`src/rtl/pc_fetch_unit.sv`:
```
// Instruction-fetch stage: owns the PC, issues single-outstanding imem requests,
// and presents {instr, pc, pc+inc} to decode; npc redirects flush the stage.
module pc_fetch_unit #(
    parameter logic [31:0] RESET_PC = 32'h0000_0000,
    parameter int unsigned PC_INC   = 4
) (
    input  logic        clk,
    input  logic        rst_n,
    input  logic [31:0] npc,
    input  logic        npc_valid,
    input  logic        halt,
    output logic        imem_req,
    output logic [31:0] imem_addr,
    input  logic        imem_ack,
    input  logic [31:0] imem_rdata,
    output logic        if_valid,
    input  logic        if_ready,
    output logic [31:0] if_instr,
    output logic [31:0] if_pc,
    output logic [31:0] if_pc_plus,
    output logic        busy
);

    localparam int unsigned AW = 32;

    typedef enum logic [1:0] {
        S_FETCH = 2'd0,
        S_HOLD  = 2'd1,
        S_DROP  = 2'd2,
        S_HALT  = 2'd3
    } state_e;

    state_e          state_q, state_d;
    logic [AW-1:0]   fetch_addr_q, fetch_addr_d;
    logic [AW-1:0]   pending_q, pending_d;
    logic            if_valid_q, if_valid_d;
    logic [AW-1:0]   if_instr_q, if_instr_d;
    logic [AW-1:0]   if_pc_q, if_pc_d;
    logic [AW-1:0]   if_pc_plus_q, if_pc_plus_d;
    logic            busy_q, busy_d;

    logic [AW-1:0]   npc_word;
    logic [AW-1:0]   addr_next;

    // Redirect targets are word aligned; sequential increment wraps naturally.
    assign npc_word  = npc & ~AW'(3);
    assign addr_next = fetch_addr_q + AW'(PC_INC);

    always_comb begin
        state_d      = state_q;
        fetch_addr_d = fetch_addr_q;
        pending_d    = pending_q;
        if_valid_d   = if_valid_q;
        if_instr_d   = if_instr_q;
        if_pc_d      = if_pc_q;
        if_pc_plus_d = if_pc_plus_q;

        unique case (state_q)
            S_FETCH: begin
                if (imem_ack && npc_valid) begin
                    fetch_addr_d = npc_word;
                end else if (imem_ack) begin
                    if_instr_d   = imem_rdata;
                    if_pc_d      = fetch_addr_q;
                    if_pc_plus_d = addr_next;
                    if_valid_d   = 1'b1;
                    fetch_addr_d = addr_next;
                    state_d      = S_HOLD;
                end else if (npc_valid) begin
                    pending_d = npc_word;
                    state_d   = S_DROP;
                end
            end
            S_HOLD: begin
                if (npc_valid) begin
                    if_valid_d   = 1'b0;
                    fetch_addr_d = npc_word;
                    state_d      = S_FETCH;
                end else if (if_ready) begin
                    if_valid_d = 1'b0;
                    state_d    = halt ? S_HALT : S_FETCH;
                end
            end
            // Old request still in flight; its data is discarded when it lands.
            S_DROP: begin
                if (imem_ack) begin
                    fetch_addr_d = npc_valid ? npc_word : pending_q;
                    state_d      = S_FETCH;
                end else if (npc_valid) begin
                    pending_d = npc_word;
                end
            end
            S_HALT: begin
                if (npc_valid) begin
                    fetch_addr_d = npc_word;
                    state_d      = S_FETCH;
                end
            end
            default: state_d = S_FETCH;
        endcase

        busy_d = (state_d != S_HALT);
    end

    always_ff @(posedge clk or negedge rst_n) begin
        if (!rst_n) begin
            state_q      <= S_FETCH;
            fetch_addr_q <= RESET_PC;
            pending_q    <= '0;
            if_valid_q   <= 1'b0;
            if_instr_q   <= '0;
            if_pc_q      <= '0;
            if_pc_plus_q <= '0;
            busy_q       <= 1'b1;
        end else begin
            state_q      <= state_d;
            fetch_addr_q <= fetch_addr_d;
            pending_q    <= pending_d;
            if_valid_q   <= if_valid_d;
            if_instr_q   <= if_instr_d;
            if_pc_q      <= if_pc_d;
            if_pc_plus_q <= if_pc_plus_d;
            busy_q       <= busy_d;
        end
    end

    // Request is gated by reset so an abandoned fetch drops immediately.
    assign imem_req   = ((state_q == S_FETCH) || (state_q == S_DROP)) && rst_n;
    assign imem_addr  = fetch_addr_q;
    assign if_valid   = if_valid_q;
    assign if_instr   = if_instr_q;
    assign if_pc      = if_pc_q;
    assign if_pc_plus = if_pc_plus_q;
    assign busy       = busy_q;

endmodule

```
`config.mk`:
```
export PLATFORM = sky130hd
export DESIGN_NAME = pc_fetch_unit
export DESIGN_NICKNAME = d
export VERILOG_FILES = /design/src/rtl/pc_fetch_unit.sv
export SDC_FILE = /design/constraint.sdc
export NUM_CORES = 1
export LEC_CHECK = 0
export BUFFER_PORTS_ARGS = -buffer_cell sky130_fd_sc_hd__buf_4
export CAP_MARGIN = 0
export CORE_MARGIN = 2
export CORE_UTILIZATION = 53
export CTS_CLUSTER_SIZE = 30
export DETAILED_ROUTE_END_ITERATION = 7
export PLACE_DENSITY = 0.85
export SYNTH_ARGS = -nofsm -noshare
export SYNTH_HDL_FRONTEND = slang
export SYNTH_SLANG_ARGS = --single-unit
```
`constraint.sdc`:
```
create_clock -name clk -period 2.19 [get_ports clk]
set_input_delay 0.1095 -clock clk [delete_from_list [all_inputs] [get_ports clk]]
set_output_delay 0.1095 -clock clk [all_outputs]
set_load 0.005 [all_outputs]
```
==> results of run 1 <==
==> Yosys cell counts, types with 6 or more instances <==
master                       n  area [um^2]
sky130_fd_sc_hd__o21ai_0    63        315.3
sky130_fd_sc_hd__xnor2_1    17        148.9
sky130_fd_sc_hd__inv_1       8        30.03
sky130_fd_sc_hd__buf_2      28        140.1
sky130_fd_sc_hd__nor3_1      7        35.03
sky130_fd_sc_hd__nand2_1   266        998.5
sky130_fd_sc_hd__nand3_1    18        90.09
sky130_fd_sc_hd__a221o_1     6        60.06
sky130_fd_sc_hd__o311ai_1    6        52.55
sky130_fd_sc_hd__xor2_1     11        96.34
sky130_fd_sc_hd__clkbuf_1   20        75.07
sky130_fd_sc_hd__nor2_1     23        86.33
sky130_fd_sc_hd__mux2_2     30        337.8
sky130_fd_sc_hd__buf_4       6        45.04
sky130_fd_sc_hd__a21oi_1    32        160.2
sky130_fd_sc_hd__dfrtp_1   161         4029
sky130_fd_sc_hd__nand4_1     7        43.79
sky130_fd_sc_hd__and3_1      7        43.79
==> registers in the layout, indices dropped and copies added, names as in the netlist <==
| register | flops |
|---|---|
| if_instr | 32 |
| busy | 1 |
| pending_q | 32 |
| if_pc_plus | 30 |
| if_pc | 32 |
| state_q | 2 |
| if_valid | 1 |
| imem_addr | 32 |
==> stage by stage <==
stage | cell area [um^2] | worst slack (ns) | cells | total power [uW] | util [%]
floorplan | 7556 | 0.3505 | 803 | 8500 | -
global placement | 9273 | 0.2252 | 1148 | 11250 | 66.80
detailed placement | 9273 | 0.1699 | 1148 | 11560 | 66.80
CTS | 10520 | 0.1371 | 1244 | 14750 | 75.78
global route | 10530 | 0.0008191 | 1245 | 15760 | 75.83
finish | 10530 | 0.1365 | 1246 | 14830 | 75.85
==> kinds of logic after synthesis <==
kind of cell / count (synthesis) / share of synthesized area (%)
simple gates: 359 / 21.11
flops: 162 / 53.67
compound gates: 154 / 13.03
buf+inv: 68 / 4.173
mux: 31 / 4.603
xor+xnor: 28 / 3.246
fa+ha+maj: 1 / 0.1656
==> power groups by stage <==
| stage | Combinational [uW] | Clock [uW] | Sequential, uW |
|---|---|---|---|
| after floorplan | 3210 | 0 | 5290 |
| after global placement | 5820 | 0 | 5430 |
| after detailed placement | 6060 | 0 | 5500 |
| after CTS | 6190 | 3080 | 5470 |
| after global routing | 6880 | 3210 | 5670 |
| final | 6280 | 3050 | 5500 |
==> layout make-up <==
class	count	area, um^2
Sequential cell	162	4055
Fill cell	922	3352
Multi-Input combinational cell	573	3203
Timing Repair Buffer	288	2401
Clock buffer	24	481.7
Tap cell	180	225.2
Clock inverter	8	123.9
Inverter	9	33.78
Antenna cell	2	5.005
==> how the worst max path moves through the flow <==
stage,endpoint,startpoint,depth (start not counted)
after floorplan,imem_addr[26],imem_addr[2],7
after global placement,imem_addr[18],imem_addr[3],6
after CTS,imem_addr[18],imem_addr[3],6
after global routing,imem_addr[31],imem_addr[22],5
after detailed placement,imem_addr[18],imem_addr[3],6
final,imem_addr[31],imem_addr[22],5
==> repair_timing <==
action                                 CTS  global route
hold buffers                            64             0
gates resized for setup                  0             2
setup endpoints to repair                0             4
endpoints found under the hold margin  225             0
==> routing by layer <==
| metal | vias to the layer above | part of all wire (%) | GRT usage [%] |
|---|---|---|---|
| met2 | 349 | 50 | 48.76 |
| met4 | 0 | 3.0 | 13.92 |
| met3 | 66 | 7.5 | 5.996 |
| met1 | 3438 | 40 | 39.36 |
| li1 | 3213 | - | - |
| met5 | - | 0 | 0 |
==> impl_metrics.py, run 1 <==
metrics = {
    "outcome": {
        "outcome": "finished, final reports clean",
    },
    "power_and_ir_drop": {
        "p_sw_uw": 5511,
        "p_comb_share_pct": 42.3,
        "power.share.clock_pct": 20.6,
        "internal_power_uw": 9320,
        "worst_ir_drop_vdd_mv": 0.8427,
        "power_switching_share_pct": 37.16,
        "power.leakage_uw": 0.005080,
        "seq_power_share_pct": 37.1,
        "power_per_unit_of_standard_cell_area_mw_per_mm2": 1409,
    },
    "clock_network": {
        "worst_setup_hold_path_clk_slew_ns": 0.06,
        "cts-buffers-inserted": 17,
        "cts_post_setup_buffers_inserted": 0,
        "clock_sinks": 162,
        "clock_path_buffers": 2,
        "tritoncts": "built",
        "clk-insertion-delay-late_ns": 0.43,
        "h-tree-depth": 4,
        "cts_root_buf": "sky130_fd_sc_hd__clkbuf_16",
    },
    "setup_path": {
        "end_kind": "flip-flop",
        "arrival_ns": 2.37,
        "critical_path_peak_fanout": 9,
        "slowest_stage_cell_cp": "sky130_fd_sc_hd__dfrtp_1",
        "crit_family": "simple AND/OR/NAND/NOR gates",
        "setup.worst_path.class": "flip-flop to flip-flop",
        "crit-reg2reg-launch": "imem_addr[22]",
        "worst_r2r_setup_slack_ns": 0.14,
        "endpoint_of_the_most_critical_register_to_register_path": "imem_addr[31]",
        "crit_required_ns": 2.50,
        "path_cells": "nand4_1 > nor4_1 > nand3_1 > and3b_1 > a2111oi_2",
        "crit_path_start_kind": "flip-flop",
        "worst-r2r-cell-count": 5,
        "path_buf_inv": 0,
        "timing.critical_path.slowest_cell_delay_ns": 0.56,
    },
    "synthesis": {
        "yosysWarningCount": 0,
        "avg_inst_size_synth_um2": 9.410,
        "synth_flop_cell": "sky130_fd_sc_hd__dfrtp_1",
        "synth_async_sr_flop_share_pct": 100.0,
        "synth.cell_area_mm2": 0.007556,
        "synthesis.nets": 874,
        "synth_edf_count": 0,
        "library_cells_used_by_synthesis": 59,
        "number_of_instances_in_the_synthesized_netlist": 803,
        "sequential_share_of_the_synthesized_area_pct": 53.67,
        "synth-seq-cells": 162,
    },
    "sta": {
        "layout_min_cycle_time_ns": 2.054,
        "clock-skew-final_ns": 0.007989,
        "final.period_utilization_pct": 93.77,
        "achievable-frequency_ghz": 0.4870,
        "slew-limit-headroom_pct": 55.05,
        "hold-worst-slack_ns": 0.04466,
        "timing.setup.tns_ns": 0,
        "finalMaxSlewViolations": 0,
        "endpoints_failing_hold": 0,
        "max_slew.worst_pin.slew_ns": 0.6728,
        "finalSetupViolCount": 0,
        "grt_setup_unrepaired": "no",
    },
    "final_layout": {
        "design.final.nets": 1122,
        "syn2layout_area_growth_pct": 39.34,
        "commonest_cells_after_routing_fill_and_taps_aside": "sky130_fd_sc_hd__nand2_1, sky130_fd_sc_hd__buf_4, sky130_fd_sc_hd__dfrtp_1, sky130_fd_sc_hd__dlygate4sd3_1, sky130_fd_sc_hd__o21ai_0",
        "leading_cell_type_in_the_layout_fill_and_taps_excluded": "sky130_fd_sc_hd__nand2_1",
        "drive_gt1_share_pct": 28.57,
    },
    "die": {
        "core_area_mm2": 0.01388,
        "die_h_um": 123.4,
        "die_w_um": 123.4,
        "floorplan.initialDensity_pct": 54.43,
        "std_cell_rows": 43,
        "die-area_mm2": 0.01523,
        "pin_count": 201,
    },
    "drt": {
        "drt-wirelength-per-cell_um": 17.92,
        "dr.pass1.iters": 5,
        "vias": 7066,
        "antenna_violating_nets_post_route": 0,
        "detail_route.iter0.violations": 553,
        "routed_via_density": 5.671,
        "detail_route.drc_violations": 0,
        "totalWireLength_um": 22330,
    },
    "job": {
        "drv_cap": 0,
    },
    "placed_design": {
        "place.port_buffers": 198,
        "post-dp-hpwl_um": 14120,
        "gpl.final_weighted_congestion": 0.8502,
    },
    "global_routing": {
        "grt_first_pass_wirelength_um": 35140,
        "grt_pass1_vias": 6905,
        "global_route.usage.total_pct": 30.20,
        "antenna_found_initial": 1,
        "grt_start_max_net_pins": 101,
        "gr-total-overflow": 0,
    },
    "worst_hold_path": {
        "min-delay-path-class": "input port to async pin",
    },
}
Power figures use the tool's default switching activity.
==> run 2, diff against run 1 <==
CELL_PAD_IN_SITES_DETAIL_PLACEMENT = 0   (was unset)
CELL_PAD_IN_SITES_GLOBAL_PLACEMENT = 1   (was unset)
CORE_ASPECT_RATIO = 0.75   (was unset)
CORE_UTILIZATION = 40   (was 53)
PLACE_DENSITY = 0.86   (was 0.85)
==> run 2 against run 1 <==
Against the previous run:
- critical path depth unchanged
- critical path type unchanged
- first-iteration DRC count increased by 1.6%
- largest cell class unchanged
- clock power decreased by 6%
- non-clock buffer count increased by 11
- largest power group unchanged
- maximum frequency increased by 1.2%
- sequential power decreased by 1%
- register-to-register slack improved by 0.02 ns
- wire length increased by 0.68%
- cell area increased by 1.5%
- flip-flop and latch count unchanged
- power decreased by 0.82%
==> impl_metrics.py, run 2 (synthesis gave the netlist of run 1 again) <==
metrics = {
    "outcome": {
        "outcome": "finished, final reports clean",
    },
    "final_layout": {
        "drive_gt1_share_pct": 29.40,
        "syn2layout_area_growth_pct": 41.43,
        "final_cell_area_mm2": 0.01069,
        "commonest_cells_after_routing_fill_and_taps_aside": "sky130_fd_sc_hd__nand2_1, sky130_fd_sc_hd__buf_4, sky130_fd_sc_hd__dfrtp_1, sky130_fd_sc_hd__dlygate4sd3_1, sky130_fd_sc_hd__o21ai_0",
        "final_cells": 1323,
        "leading_cell_type_in_the_layout_fill_and_taps_excluded": "sky130_fd_sc_hd__nand2_1",
        "design.final.nets": 1133,
    },
    "setup_path": {
        "crit_path_start_kind": "flip-flop",
        "slowest_stage_cell_cp": "sky130_fd_sc_hd__dfrtp_1",
        "crit_required_ns": 2.50,
        "timing.critical_path.slowest_cell_delay_ns": 0.53,
        "setup.worst_path.class": "flip-flop to flip-flop",
        "path_cells": "nand4_1 > nor4_1 > nand3_1 > and3b_1 > a2111oi_2",
        "critical_path_peak_fanout": 8,
        "arrival_ns": 2.34,
        "crit_family": "simple AND/OR/NAND/NOR gates",
        "path_buf_inv": 0,
        "end_kind": "flip-flop",
    },
    "sta": {
        "achievable-frequency_ghz": 0.4927,
        "layout_min_cycle_time_ns": 2.030,
        "finalMaxSlewViolations": 0,
        "final.period_utilization_pct": 92.67,
        "clock-skew-final_ns": 0.008536,
        "slew-limit-headroom_pct": 53.21,
        "max_slew.worst_pin.slew_ns": 0.7005,
        "finalSetupViolCount": 0,
        "endpoints_failing_hold": 0,
        "timing.setup.tns_ns": 0,
        "grt_setup_unrepaired": "no",
    },
    "clock_network": {
        "clock_path_buffers": 2,
        "cts-buffers-inserted": 17,
        "tritoncts": "built",
        "worst_setup_hold_path_clk_slew_ns": 0.06,
        "clk-insertion-delay-late_ns": 0.43,
        "cts_root_buf": "sky130_fd_sc_hd__clkbuf_16",
        "h-tree-depth": 4,
        "cts_resized": 0,
        "clock_sinks": 162,
    },
    "die": {
        "pin_count": 201,
        "die_h_um": 123.0,
        "die_w_um": 162.7,
        "std_cell_rows": 43,
        "die-area_mm2": 0.02002,
        "floorplan.initialDensity_pct": 40.83,
        "core_area_mm2": 0.01851,
    },
    "drt": {
        "routed_via_density": 5.070,
        "totalWireLength_um": 22480,
        "vias": 6707,
        "drt-wirelength-per-cell_um": 16.99,
        "dr.pass1.iters": 7,
        "antenna_violating_nets_post_route": 0,
        "detail_route.iter0.violations": 562,
        "detail_route.drc_violations": 0,
    },
    "power_and_ir_drop": {
        "power_per_unit_of_standard_cell_area_mw_per_mm2": 1376,
        "p_total_uw": 14710,
        "power.leakage_uw": 0.005125,
        "worst_ir_drop_vdd_mv": 0.5503,
    },
    "placed_design": {
        "place.port_buffers": 198,
        "dp_cells": 1226,
        "dpl-instance-area_mm2": 0.009477,
        "gpl.final_weighted_congestion": 0.8515,
        "post-dp-hpwl_um": 15290,
    },
    "global_routing": {
        "grt_first_pass_wirelength_um": 35310,
        "global_route.usage.total_pct": 22.91,
        "gr-total-overflow": 0,
        "grt_start_max_net_pins": 75,
        "grt_pass1_vias": 6369,
        "antenna_found_initial": 1,
    },
    "job": {
        "drv_cap": 0,
    },
    "worst_hold_path": {
        "min-delay-path-class": "input port to flip-flop",
    },
}
[run 2: cell count changes in the layout (fill, tap and decap cells not counted), sizes merged]
cell and change:
clkbuf -4, inv -1, clkinv +5, buf +11, diode -1, bufinv -2, clkinvlp +2
[run 2: cell type report]
| cell class | count | area [um^2] |
|---|---|---|
| Timing Repair Buffer | 299 | 2521 |
| Antenna cell | 1 | 2.502 |
| Fill cell | 1660 | 7821 |
| Tap cell | 247 | 309.0 |
| Clock inverter | 12 | 110.1 |
| Inverter | 9 | 33.78 |
| Clock buffer | 20 | 456.7 |
| Sequential cell | 162 | 4055 |
| Multi-Input combinational cell | 573 | 3198 |
[run 2: routing by layer]
layer / track usage, % / share of wire [%] / wire (um) / vias to the layer above
met5: 0 / 0 / 0 / -
met4: 5.973 / 0.84 / 189 / 0
met3: 5.099 / 6.3 / 1420 / 14
met2: 34.45 / 45 / 10160 / 215
met1: 33.58 / 48 / 10710 / 3251
li1: - / - / - / 3227
[run 2: where the power goes]
group          switching [uW]  internal, uW
sequential               1070          4370
clock                    1250          1620
combinational            3210          3200
[run 2: worst paths after layout]
path | from | to | slack, ns | cells past startpoint
hold reg to reg | if_instr[17] | if_instr[17] | 0.48 | 2
setup / recovery | imem_addr[26] | imem_addr[31] | 0.16 | 5
setup reg to reg | imem_addr[26] | imem_addr[31] | 0.16 | 5
max in group asynchronous | rst_n | busy | 1.37 | 3
hold / removal | imem_ack | state_q[1] | 0.05 | 3
min in group asynchronous | rst_n | if_pc[12] | 0.11 | 2
[run 2: repair_timing]
item,in CTS,in global routing
setup buffers,0,0
hold buffers,64,0
endpoints found under the hold margin,225,0
setup endpoints to repair,0,2
[run 2: through the flow]
stage                     hold slack (ns)  setup slack [ns]  util (%)
after global placement          -0.006980            0.1887     51.20
after global routing              0.05165          0.005484     57.74
after CTS                         0.02981            0.1236     57.73
final                             0.05175            0.1604     57.74
after detailed placement        -0.007289            0.1514     51.20
after floorplan                   -0.1861            0.3505         -
[run 2: worst register-to-register path, cell delays in order (launching register included)]
cell,delay (ns)
sky130_fd_sc_hd__dfrtp_1,0.53
sky130_fd_sc_hd__nand4_1,0.17
sky130_fd_sc_hd__nor4_1,0.46
sky130_fd_sc_hd__nand3_1,0.24
sky130_fd_sc_hd__and3b_1,0.24
sky130_fd_sc_hd__a2111oi_2,0.29
